===== src/rtl/muldiv_unit.sv =====
`default_nettype none
// +----------------------------------------------------------------------------+
// | muldiv_unit : iterative MULT/MULTU/DIV/DIVU unit feeding dedicated HI/LO    |
// | Revision    : 1.0                                                           |
// +----------------------------------------------------------------------------+
module muldiv_unit #(
  parameter int WIDTH = 32,
  parameter int CNTW  = 6
) (
  input  logic             clk,
  input  logic             reset,
  input  logic             start,
  input  logic [1:0]       op,
  input  logic [WIDTH-1:0] a,
  input  logic [WIDTH-1:0] b,
  input  logic             mthi,
  input  logic             mtlo,
  input  logic [WIDTH-1:0] wdata,
  output logic             busy,
  output logic             done,
  output logic [WIDTH-1:0] hi,
  output logic [WIDTH-1:0] lo
);

  localparam logic [1:0] c_idle = 2'd0;
  localparam logic [1:0] c_run  = 2'd1;
  localparam logic [1:0] c_fix  = 2'd2;
  localparam logic [1:0] c_done = 2'd3;

  localparam logic [CNTW-1:0] c_last = CNTW'(WIDTH - 1);

  logic [1:0]         state_q, state_d;
  logic [CNTW-1:0]    cnt_q, cnt_d;
  logic               div_q, div_d;
  logic               neg_q, neg_d;
  logic               rneg_q, rneg_d;
  logic               dz_q, dz_d;
  logic [WIDTH-1:0]   opa_q, opa_d;
  logic [WIDTH-1:0]   opb_q, opb_d;
  logic [2*WIDTH-1:0] acc_q, acc_d;
  logic [WIDTH-1:0]   rem_q, rem_d;
  logic [WIDTH-1:0]   hi_q, hi_d;
  logic [WIDTH-1:0]   lo_q, lo_d;

  logic               sign_a, sign_b;
  logic [WIDTH-1:0]   mag_a, mag_b;
  logic               div_zero;
  logic [WIDTH:0]     rem_shift, rem_diff;
  logic [2*WIDTH-1:0] prod;
  logic [WIDTH-1:0]   quo_fix, rem_fix;

  always_ff @(posedge clk) begin
    if (reset) begin
      state_q <= c_idle;
      cnt_q   <= '0;
      div_q   <= 1'b0;
      neg_q   <= 1'b0;
      rneg_q  <= 1'b0;
      dz_q    <= 1'b0;
      opa_q   <= '0;
      opb_q   <= '0;
      acc_q   <= '0;
      rem_q   <= '0;
      hi_q    <= '0;
      lo_q    <= '0;
    end else begin
      state_q <= state_d;
      cnt_q   <= cnt_d;
      div_q   <= div_d;
      neg_q   <= neg_d;
      rneg_q  <= rneg_d;
      dz_q    <= dz_d;
      opa_q   <= opa_d;
      opb_q   <= opb_d;
      acc_q   <= acc_d;
      rem_q   <= rem_d;
      hi_q    <= hi_d;
      lo_q    <= lo_d;
    end
  end

  always_comb begin
    state_d = state_q;
    cnt_d   = cnt_q;
    div_d   = div_q;
    neg_d   = neg_q;
    rneg_d  = rneg_q;
    dz_d    = dz_q;
    opa_d   = opa_q;
    opb_d   = opb_q;
    acc_d   = acc_q;
    rem_d   = rem_q;
    hi_d    = hi_q;
    lo_d    = lo_q;

    // op[0]==0 selects the signed variants
    sign_a   = ~op[0] & a[WIDTH-1];
    sign_b   = ~op[0] & b[WIDTH-1];
    mag_a    = sign_a ? -a : a;
    mag_b    = sign_b ? -b : b;
    div_zero = op[1] && (b == '0);

    // Trial subtraction needs one extra bit; its MSB is the restore decision.
    rem_shift = {rem_q, opa_q[WIDTH-1]};
    rem_diff  = rem_shift - {1'b0, opb_q};

    prod    = neg_q  ? -acc_q : acc_q;
    quo_fix = neg_q  ? -opa_q : opa_q;
    rem_fix = rneg_q ? -rem_q : rem_q;

    case (state_q)
      c_idle, c_done: begin
        state_d = c_idle;
        if (start) begin
          state_d = c_run;
          cnt_d   = '0;
          div_d   = op[1];
          neg_d   = sign_a ^ sign_b;
          rneg_d  = sign_a;
          dz_d    = div_zero;
          // Raw dividend is kept for div-by-zero so HI can return it unchanged.
          opa_d   = div_zero ? a : mag_a;
          opb_d   = mag_b;
          acc_d   = '0;
          rem_d   = '0;
        end else begin
          if (mthi) hi_d = wdata;
          if (mtlo) lo_d = wdata;
        end
      end
      c_run: begin
        if (dz_q) begin
          hi_d    = opa_q;
          lo_d    = '1;
          state_d = c_done;
        end else begin
          cnt_d = cnt_q + 1'b1;
          if (div_q) begin
            if (!rem_diff[WIDTH]) begin
              rem_d = rem_diff[WIDTH-1:0];
              opa_d = {opa_q[WIDTH-2:0], 1'b1};
            end else begin
              rem_d = rem_shift[WIDTH-1:0];
              opa_d = {opa_q[WIDTH-2:0], 1'b0};
            end
          end else begin
            acc_d = {acc_q[2*WIDTH-2:0], 1'b0} +
                    (opb_q[WIDTH-1] ? {{WIDTH{1'b0}}, opa_q} : {(2*WIDTH){1'b0}});
            opb_d = {opb_q[WIDTH-2:0], 1'b0};
          end
          if (cnt_q == c_last) state_d = c_fix;
        end
      end
      c_fix: begin
        if (div_q) begin
          lo_d = quo_fix;
          hi_d = rem_fix;
        end else begin
          hi_d = prod[2*WIDTH-1:WIDTH];
          lo_d = prod[WIDTH-1:0];
        end
        state_d = c_done;
      end
      default: state_d = c_idle;
    endcase
  end

  always_comb begin
    busy = (state_q == c_run) || (state_q == c_fix);
    done = (state_q == c_done);
  end

  assign hi = hi_q;
  assign lo = lo_q;

endmodule
`default_nettype wire

===== config.mk =====
export PLATFORM = sky130hd
export DESIGN_NAME = muldiv_unit
export DESIGN_NICKNAME = d
export VERILOG_FILES = /design/src/rtl/muldiv_unit.sv
export SDC_FILE = /design/constraint.sdc
export NUM_CORES = 1
export LEC_CHECK = 0
export CAP_MARGIN = 10
export CORE_ASPECT_RATIO = 0.7
export CORE_MARGIN = 8
export CORE_UTILIZATION = 45
export CTS_CLUSTER_DIAMETER = 60
export DETAILED_ROUTE_END_ITERATION = 8
export GPL_TIMING_DRIVEN = 0
export SYNTH_ARGS = -nofsm -noshare
export SYNTH_HDL_FRONTEND = slang
export SYNTH_SLANG_ARGS = --single-unit

===== constraint.sdc =====
create_clock -name clk -period 4.2 [get_ports clk]
set_input_delay 0.84 -clock clk [delete_from_list [all_inputs] [get_ports clk]]
set_output_delay 0.84 -clock clk [all_outputs]
set_load 0.02 [all_outputs]

==> results.toml <==
[grt]
grt_max_degree = 14
gr-max-usage-layer = "met1"
grt_use_met1_pct = 52.5
use_met3_pct = 11.9
overflow = 0
grt_pass1_wl_mm = 126
track_usage_pct = 34.5
grt_pass1_vias = 19000
met2_usage_pct = 44.8
antenna_found_initial = 4

[final_layout]
diodes = 0
seq_area_um2 = 4720
multi_input_area_um2 = 12900
mostFrequentLayoutCell = "nand2_1"
utilization_pct = 54.0
fillers = 4058
mostFrequentLayoutCells = "348 x nand2_1, 236 x dfxtp_1, 228 x o21ai_0"
postLayoutCellArea_um2 = 22000
synthToLayoutAreaGrowth_pct = 19.1
nets = 2924
drive_above_1_share_pct = 4.33

[clock_tree]
cts_hold_buf = 0
cts-root-buf = "clkbuf_16"
max-clock-path-buffers = 3
cts.clk_slew.worst_paths_ns = 0.06
cts_tree = "done"
cts_buffers = 29
clkSinkCount = 236
cts_max_level = 1
worstSkewPairLatency_ns = 0.58

[drt]
drt_iter0_markers = 2798
drc_errors = 0
via_per_inst = 6.32
antenna_left = 0
via_count = 21000
drt-total-wl_mm = 86.0
wl_per_cell_um = 26.0
drtPass1Iterations = 6

[yosys]
syn_inst = 2545
synth_edf_count = 0
synthFlopType = "dfxtp_1"
ys_seq_area_share_pct = 25.6
yosys.area.top_type = "dfxtp_1"
ys.warnings.count = 0
yosysUniqueCellTypes = 69
yosysTopAreaCellShare_pct = 25.6
ys_ff_latch = 236
ys_async_sr_fraction_pct = 0
syn_avg_cell_area_um2 = 7.26
synthTopCellsByArea = "dfxtp_1 26%, nand2_1 7.1%, xor2_1 6.2%"
syn_nets = 2722
synth.cell_area_um2 = 18500

[setup_path]
cp_slowest_cell = "nor4_1"
crit_type = "reg -> reg"
reg2reg_from = "opa_q[3]$_SDFFE_PP0P_"
reg2reg_to = "lo[25]$_SDFFE_PP0P_"
critical-path-max-stage-delay_ns = 0.68
worstSetupEndpointType = "register"
crit_required_ns = 4.64
ff2ff_path_depth = 10
crit_cells = 10
crit_family = "simple AND/OR/NAND/NOR gates"
critical_path_buf_inv_count = 1
r2r_slack_ns = 0.12
startpoint = "opa_q[3]$_SDFFE_PP0P_"
cp_max_fo = 9
worstPathCellList = "clkbuf_1 -> nor4_1 -> nand3b_1 -> or4_1 -> or3b_2 -> o31ai_1 -> xor2_1 -> a21oi_1 -> a221oi_1 -> nor3_1"
arrival_ns = 4.53
critPathLaunchType = "register"
endpoint = "lo[25]$_SDFFE_PP0P_"

[sta]
max_freq_ghz = 0.245
skew_ns = 0.0172
tns_ns = 0
worst_pin_slew_ns = 1.08
rsz0062_at_grt = "no"
final_hold_viol_count = 0
fin_crit_sh_pct = 97.2
setup_viol = 0
period_minus_slack_ns = 4.08
slew_violations = 0
slew_headroom_pct = 27.8

[floorplan]
die-height_um = 186
num_rows = 62
die_w_um = 258
dieArea_um2 = 47900
coreArea_um2 = 40700
initial_core_util_pct = 45.4
ios = 169

[power_and_ir_drop]
peakVddDrop_v = 0.000375
leakagePower_nw = 8.34
total_power_w = 0.0138
pwr_density_cell_nw_per_um2 = 627

[run]
maxCapViolations = 0

[hold_path]
hold_path_depth = 2
holdCritPathClass = "reg -> reg"

[placement]
place_area_um2 = 20800
place_hpwl_mm = 69.5
gp_congestion = 1.00
portBuffers = 167

[run_status]
status = "complete, no violations"
[worst register-to-register path: cells and delay by family, from the launching register on]
kind / cells / cell delay, ns
and+or+nand+nor: 5 / 2.35
AOI/OAI and AO/OA: 3 / 0.84
DFF: 1 / 0.30
buffers and inverters: 1 / 0.30
xor gates and xnor gates: 1 / 0.17
[kinds of logic after synthesis]
kind of cell / share of synthesized area [%]
DFF: 25.6
AOI/OAI and AO/OA: 25.6
and+or+nand+nor: 24.3
buffers and inverters: 5.21
muxes: 2.19
adders and majority gates: 5.09
xor gates and xnor gates: 12.0
[through the flow]
stage	std cells	setup slack, ns	hold WS [ns]
2_1_floorplan	2545	0.737	0.432
3_3_place_gp	3256	-0.389	0.442
3_5_place_dp	3256	-0.414	0.455
4_1_cts	3309	0.0169	0.463
5_1_grt	3313	0.0131	0.488
6_report	3313	0.119	0.461
[worst min path at each step]
stage                      startpoint                      to  slack, ns
2_1_floorplan  opb_q[22]$_SDFFE_PP0P_  opb_q[22]$_SDFFE_PP0P_       0.43
3_3_place_gp   opb_q[23]$_SDFFE_PP0P_  opb_q[23]$_SDFFE_PP0P_       0.44
3_5_place_dp   opb_q[23]$_SDFFE_PP0P_  opb_q[23]$_SDFFE_PP0P_       0.46
4_1_cts        opb_q[23]$_SDFFE_PP0P_  opb_q[23]$_SDFFE_PP0P_       0.46
5_1_grt        opb_q[23]$_SDFFE_PP0P_  opb_q[23]$_SDFFE_PP0P_       0.49
6_report       opb_q[23]$_SDFFE_PP0P_  opb_q[23]$_SDFFE_PP0P_       0.46
[cell type report]
| type | instances | area share [%] |
|---|---|---|
| Inverter | 67 | 1.14 |
| Clock buffer | 34 | 3.52 |
| Clock inverter | 19 | 1.27 |
| Timing Repair Buffer | 171 | 7.79 |
| Buffer | 178 | 3.26 |
| Sequential cell | 236 | 21.5 |
| Tap cell | 544 | 3.09 |
| Multi-Input combinational cell | 2064 | 58.5 |
[state kept, by name, indices dropped and copies added, names as in the netlist]
register,count
opb_q,32
neg_q,1
cnt_q,6
hi,32
rneg_q,1
opa_q,32
rem_q,32
lo,32
dz_q,1
div_q,1
state_q,2
acc_q,64
[metal layers]
layer | share of wire [%] | up-vias
met2 | 37 | 1352
met1 | 46 | 9856
met3 | 15 | 144
met5 | 0.028 | -
met4 | 2.7 | 4
li1 | - | 9595
[cells in the mapped netlist, types with 18 or more instances]
cell type	number
a211oi_1	33
a21o_1	28
a21oi_1	183
a221oi_1	41
a22oi_1	19
a31oi_1	32
and2_1	36
and3_1	21
clkbuf_1	147
dfxtp_1	236
ha_1	72
inv_1	67
mux2i_1	28
nand2_1	348
nand2b_1	25
nand3_1	41
nand4_1	26
nor2_1	206
nor2b_1	18
nor3_1	101
nor4_1	35
o211ai_1	31
o21ai_0	228
o31ai_1	46
o41ai_1	23
or3_1	31
or4_1	21
xnor2_1	122
xor2_1	131
[repair_timing]
item	in CTS	in global routing
pin swaps	0	3
setup buffers	0	4
gates cloned	0	0
resized for setup	5	15
endpoints found under the setup margin	42	44
[power breakdown]
part           switching [W]  internal (W)
sequential          0.000602       0.00276
combinational        0.00522       0.00239
clock                0.00113       0.00170
total                0.00695       0.00686
Note: power is estimated with default switching activity, not from simulation.
